[config.mk]
export PLATFORM = sky130hd
export DESIGN_NAME = seq_divider_nbit
export DESIGN_NICKNAME = d
export VERILOG_FILES = /design/src/rtl/seq_divider_nbit.sv
export SDC_FILE = /design/constraint.sdc
export NUM_CORES = 1
export LEC_CHECK = 0
export CAP_MARGIN = 20
export CORE_MARGIN = 2
export CORE_UTILIZATION = 57
export DETAILED_ROUTE_END_ITERATION = 8
export PLACE_DENSITY = 0.81
export SLEW_MARGIN = 25
export SYNTH_ARGS = -nofsm -noshare
export SYNTH_HDL_FRONTEND = slang
export SYNTH_SLANG_ARGS = --single-unit
[constraint.sdc]
create_clock -name clk -period 4 [get_ports clk]
set_input_delay 0.8 -clock clk [delete_from_list [all_inputs] [get_ports clk]]
set_output_delay 0.8 -clock clk [all_outputs]
set_load 0.01 [all_outputs]
[src/rtl/seq_divider_nbit.sv]
// Sequential restoring unsigned divider: one quotient bit per clock, MSB first,
// with a start/done handshake and a divide-by-zero flag.
module seq_divider_nbit #(
  parameter int WIDTH     = 10,
  parameter int DIV_WIDTH = 7
) (
  input  logic                 clk,
  input  logic                 rst,
  input  logic                 start,
  input  logic [WIDTH-1:0]     dividend,
  input  logic [DIV_WIDTH-1:0] divisor,
  output logic                 busy,
  output logic                 done,
  output logic [WIDTH-1:0]     quotient,
  output logic [DIV_WIDTH-1:0] remainder,
  output logic                 div_by_zero
);

  localparam int CW = $clog2(WIDTH + 1);
  localparam logic [CW-1:0] LAST_ITER = CW'(WIDTH - 1);

  typedef enum logic [1:0] {IDLE, CALC, DONE} state_t;

  state_t               state_q, state_d;
  logic [WIDTH-1:0]     shift_q, shift_d;
  logic [DIV_WIDTH-1:0] dvsr_q, dvsr_d;
  logic [DIV_WIDTH:0]   part_q, part_d;
  logic [CW-1:0]        cnt_q, cnt_d;
  logic [WIDTH-1:0]     quot_q, quot_d;
  logic [DIV_WIDTH-1:0] rem_q, rem_d;
  logic                 dbz_q, dbz_d;
  logic                 busy_q, busy_d;
  logic                 done_q, done_d;

  logic [DIV_WIDTH:0]   r_shift;
  logic [DIV_WIDTH:0]   r_sub;
  logic                 r_ge;

  // The dividend shifts out of the top of shift_q while quotient bits shift in at the bottom.
  always_comb begin
    r_shift = {part_q[DIV_WIDTH-1:0], shift_q[WIDTH-1]};
    r_ge    = (r_shift >= {1'b0, dvsr_q});
    r_sub   = r_shift - {1'b0, dvsr_q};
  end

  always_comb begin
    state_d = state_q;
    shift_d = shift_q;
    dvsr_d  = dvsr_q;
    part_d  = part_q;
    cnt_d   = cnt_q;
    quot_d  = quot_q;
    rem_d   = rem_q;
    dbz_d   = dbz_q;

    case (state_q)
      IDLE: begin
        if (start) begin
          if (divisor == '0) begin
            quot_d  = '1;
            rem_d   = '0;
            dbz_d   = 1'b1;
            state_d = DONE;
          end else begin
            shift_d = dividend;
            dvsr_d  = divisor;
            part_d  = '0;
            cnt_d   = '0;
            state_d = CALC;
          end
        end
      end
      CALC: begin
        shift_d = {shift_q[WIDTH-2:0], r_ge};
        part_d  = r_ge ? r_sub : r_shift;
        cnt_d   = cnt_q + CW'(1);
        if (cnt_q == LAST_ITER) begin
          quot_d  = {shift_q[WIDTH-2:0], r_ge};
          rem_d   = r_ge ? r_sub[DIV_WIDTH-1:0] : r_shift[DIV_WIDTH-1:0];
          dbz_d   = 1'b0;
          state_d = DONE;
        end
      end
      DONE:    state_d = IDLE;
      default: state_d = IDLE;
    endcase

    // Status flags are decoded from the next state so they come straight out of flops.
    busy_d = (state_d != IDLE);
    done_d = (state_d == DONE);
  end

  always_ff @(posedge clk or posedge rst) begin
    if (rst) begin
      state_q <= IDLE;
      shift_q <= '0;
      dvsr_q  <= '0;
      part_q  <= '0;
      cnt_q   <= '0;
      quot_q  <= '0;
      rem_q   <= '0;
      dbz_q   <= 1'b0;
      busy_q  <= 1'b0;
      done_q  <= 1'b0;
    end else begin
      state_q <= state_d;
      shift_q <= shift_d;
      dvsr_q  <= dvsr_d;
      part_q  <= part_d;
      cnt_q   <= cnt_d;
      quot_q  <= quot_d;
      rem_q   <= rem_d;
      dbz_q   <= dbz_d;
      busy_q  <= busy_d;
      done_q  <= done_d;
    end
  end

  assign busy        = busy_q;
  assign done        = done_q;
  assign quotient    = quot_q;
  assign remainder   = rem_q;
  assign div_by_zero = dbz_q;

endmodule
==> flow_metrics.py <==
metrics = {
    "setup_path": {
        "cp_slowest_cell": "a21o_1",
        "critPathKind": "input pin to flop",
        "r2r_slack_ns": 1.42,
        "cp_top_family": "buffers and inverters",
        "crit_required_ns": 4.20,
        "end_kind": "flop",
        "cp.arrival_ns": 2.87,
        "crit_path_start_kind": "input pin",
        "cp_num_cells": 7,
        "worstPathMaxFanout": 25,
        "max_stage_delay_ns": 0.48,
        "crit_buf_inv": 2,
        "crit_chain": "clkdlybuf4s50_1 > nor3_1 > nand4b_1 > a21o_1 > inv_2 > mux2i_1 > a21oi_1",
        "rr_worst_depth": 9,
    },
    "timing": {
        "final_max_slew_viol_count": 0,
        "tightest_slew_ns": 0.833,
        "clock_skew_ns": 0.00675,
        "fin_setup_tns_ns": 0,
        "max_slew_margin": 0.444,
        "rsz0062_at_grt": "false",
        "hold_viol": 0,
        "hold_ws_ns": 0.473,
        "fin_crit_sh": 0.666,
        "max_freq_mhz": 375,
        "setup_viol": 0,
        "fin_crit_ns": 2.66,
    },
    "place": {
        "hpwl_um": 3620,
        "io_buffer_count": 39,
        "numPlacedInstances": 342,
        "gp_congestion": 0.941,
    },
    "finish": {
        "syn_to_final_growth_pct": 20.8,
        "multiInputGateArea_um2": 1160,
        "seq_area_um2": 1250,
        "fin_nets": 327,
        "drive_gt1_frac": 0.0872,
        "num_antenna_cells": 0,
        "fillerInstances": 330,
        "fin_cells": 350,
    },
    "pwr": {
        "pwr-share-seq": 0.332,
        "power.internal_mw": 1.60,
        "p_switching_mw": 1.17,
        "p_sw_frac": 0.421,
        "clkPwrFrac": 0.115,
        "cellLeakagePower_nw": 1.39,
        "pwr_density_cell_nw_per_um2": 907,
        "pwr-share-comb": 0.553,
        "ir_drop_mv": 0.469,
        "power_mw": 2.76,
    },
    "run": {
        "max_cap_viol_count": 0,
    },
    "clock_tree": {
        "clk_latency_ns": 0.31,
        "cts_tree": "yes",
        "clk_path_buf_depth": 2,
        "clockRootBuffer": "clkbuf_8",
        "post-cts-setup-buffers": 0,
        "path_clk_slew_ns": 0.10,
        "cts_inserted_buffers": 5,
        "cts_sinks": 50,
        "cts_hold_buf": 0,
        "h-tree-depth": 2,
        "cts_resized": 0,
    },
    "routing": {
        "drc": 0,
        "post_drt_wl_per_cell_um": 14.5,
        "ant_nets": 0,
        "first_iter_violations": 148,
        "totalWireLength_um": 5070,
        "vias": 1953,
        "vias_per_cell": 5.58,
        "first_pass_iters": 4,
    },
    "synthesis": {
        "syn-cell-area_um2": 2520,
        "synth-edff-count": 0,
        "async_flop_share": 1.00,
        "ys_seq_area_frac": 0.496,
        "synth_nets": 290,
        "ys_ff_latch": 50,
        "yosysWarningCount": 0,
        "syn_inst": 260,
        "synth.distinct_cells": 48,
        "yosys_most_used_dff": "dfrtp_1",
        "avgSynthCellArea_um2": 9.71,
    },
    "die": {
        "initial_core_util": 0.584,
        "core_area_um2": 4320,
        "die_w_um": 70.5,
        "num_io_pins": 40,
        "rows": 24,
        "die_area_um2": 4980,
        "die_y_um": 70.5,
    },
    "hold_path": {
        "holdPathStages": 2,
        "hold_path.class": "flop to flop",
    },
    "global_route": {
        "grt_pass1_vias": 1842,
        "grt_max_degree": 51,
        "antenna_found_initial": 0,
        "grt_pass1_wl_um": 8620,
        "grtUsageTotal": 0.220,
        "grt_overflow": 0,
    },
    "run_status": {
        "status": "finished clean",
    },
}
[cells in the mapped netlist, types with 2 or more instances]
library cell | n | area [um^2]
nor3_1 | 4 | 20.0
mux2i_1 | 15 | 150
o21bai_1 | 2 | 15.0
o31ai_1 | 2 | 15.0
nor2_1 | 9 | 33.8
buf_2 | 3 | 15.0
a32oi_1 | 2 | 17.5
xnor2_1 | 2 | 17.5
nand2_1 | 55 | 206
a21o_1 | 2 | 15.0
clkbuf_1 | 7 | 26.3
mux2_2 | 2 | 22.5
o221ai_1 | 2 | 17.5
inv_1 | 15 | 56.3
a21oi_1 | 7 | 35.0
o21ai_1 | 2 | 10.0
nor2b_1 | 2 | 12.5
dfrtp_1 | 50 | 1250
ha_1 | 9 | 113
a31o_2 | 2 | 17.5
o21ai_0 | 36 | 180
buf_4 | 2 | 15.0
a31oi_1 | 3 | 18.8
[power by group through the flow]
| stage | logic [mW] | clock network [mW] | registers [mW] |
|---|---|---|---|
| floorplan | 1.05 | 0 | 0.931 |
| global placement | 1.48 | 0 | 0.922 |
| detailed placement | 1.53 | 0 | 0.930 |
| CTS | 1.54 | 0.322 | 0.919 |
| global route | 1.70 | 0.345 | 0.949 |
| finish | 1.53 | 0.317 | 0.918 |
[area by class of cell]
cell class | instances | area share
Sequential cell | 50 | 0.410
Multi-Input combinational cell | 182 | 0.380
Timing Repair Buffer | 42 | 0.135
Clock buffer | 6 | 0.0271
Tap cell | 52 | 0.0213
Inverter | 16 | 0.0201
Clock inverter | 2 | 0.00574
[per-layer routing]
metal,share of wire,vias up,global-route usage
met5,0,-,0
met4,0.022,0,0.101
li1,-,974,-
met3,0.039,11,0.0385
met2,0.48,45,0.346
met1,0.46,923,0.303
[layout by cell type, fill, tap and decap left out, types with 2 or more instances in the layout]
| cell | count |
|---|---|
| nor2_1 | 9 |
| o21ai_0 | 36 |
| nor2b_1 | 2 |
| clkbuf_8 | 6 |
| a21o_1 | 2 |
| inv_1 | 14 |
| clkinv_4 | 2 |
| dfrtp_1 | 50 |
| a31oi_1 | 3 |
| o21bai_1 | 2 |
| a31o_2 | 2 |
| o21ai_1 | 2 |
| mux2_2 | 2 |
| nor3_1 | 4 |
| mux2i_1 | 15 |
| ha_1 | 9 |
| a32oi_1 | 2 |
| xnor2_1 | 2 |
| clkdlybuf4s50_1 | 39 |
| nand2_1 | 55 |
| buf_4 | 3 |
| o221ai_1 | 2 |
| a21oi_1 | 7 |
| o31ai_1 | 2 |
[worst paths after layout]
kind | start | end
max | divisor[1] | remainder[5]$_DFFE_PP0P_
min | quotient[1]$_DFFE_PP0P_ | quotient[1]$_DFFE_PP0P_
max reg2reg | shift_q[9]$_DFFE_PP0P_ | remainder[0]$_DFFE_PP0P_
min reg2reg | quotient[1]$_DFFE_PP0P_ | quotient[1]$_DFFE_PP0P_
max in group asynchronous | rst | dvsr_q[2]$_DFFE_PP0P_
min in group asynchronous | rst | shift_q[3]$_DFFE_PP0P_
[cell families after synthesis]
logic type / count (synthesis) / synth area share
buf+inv: 28 / 0.0461
simple gates: 82 / 0.147
compound gates: 69 / 0.174
mux: 18 / 0.0744
fa+ha+maj: 10 / 0.0526
xor+xnor: 3 / 0.0104
flops: 50 / 0.496
[worst min-delay path, delay by kind of cell (launching register included)]
| kind | cells | cell delay (ns) |
|---|---|---|
| flops | 1 | 0.35 |
| simple gates | 2 | 0.10 |
[sequential cells by signal, summed over array words and instances, names as in the netlist, 2 cells and up]
register,cells
cnt_q,4
part_q,7
shift_q,10
state_q,2
quotient,10
remainder,7
dvsr_q,7
[through the flow]
step	cell area, um^2	worst slack (ns)	utilization
6_report	3050	1.34	0.705
4_1_cts	3050	1.34	0.704
2_1_floorplan	2520	1.68	-
3_5_place_dp	2950	1.02	0.681
3_3_place_gp	2950	1.08	0.681
5_1_grt	3050	1.21	0.705
Power figures use the tool's default switching activity.
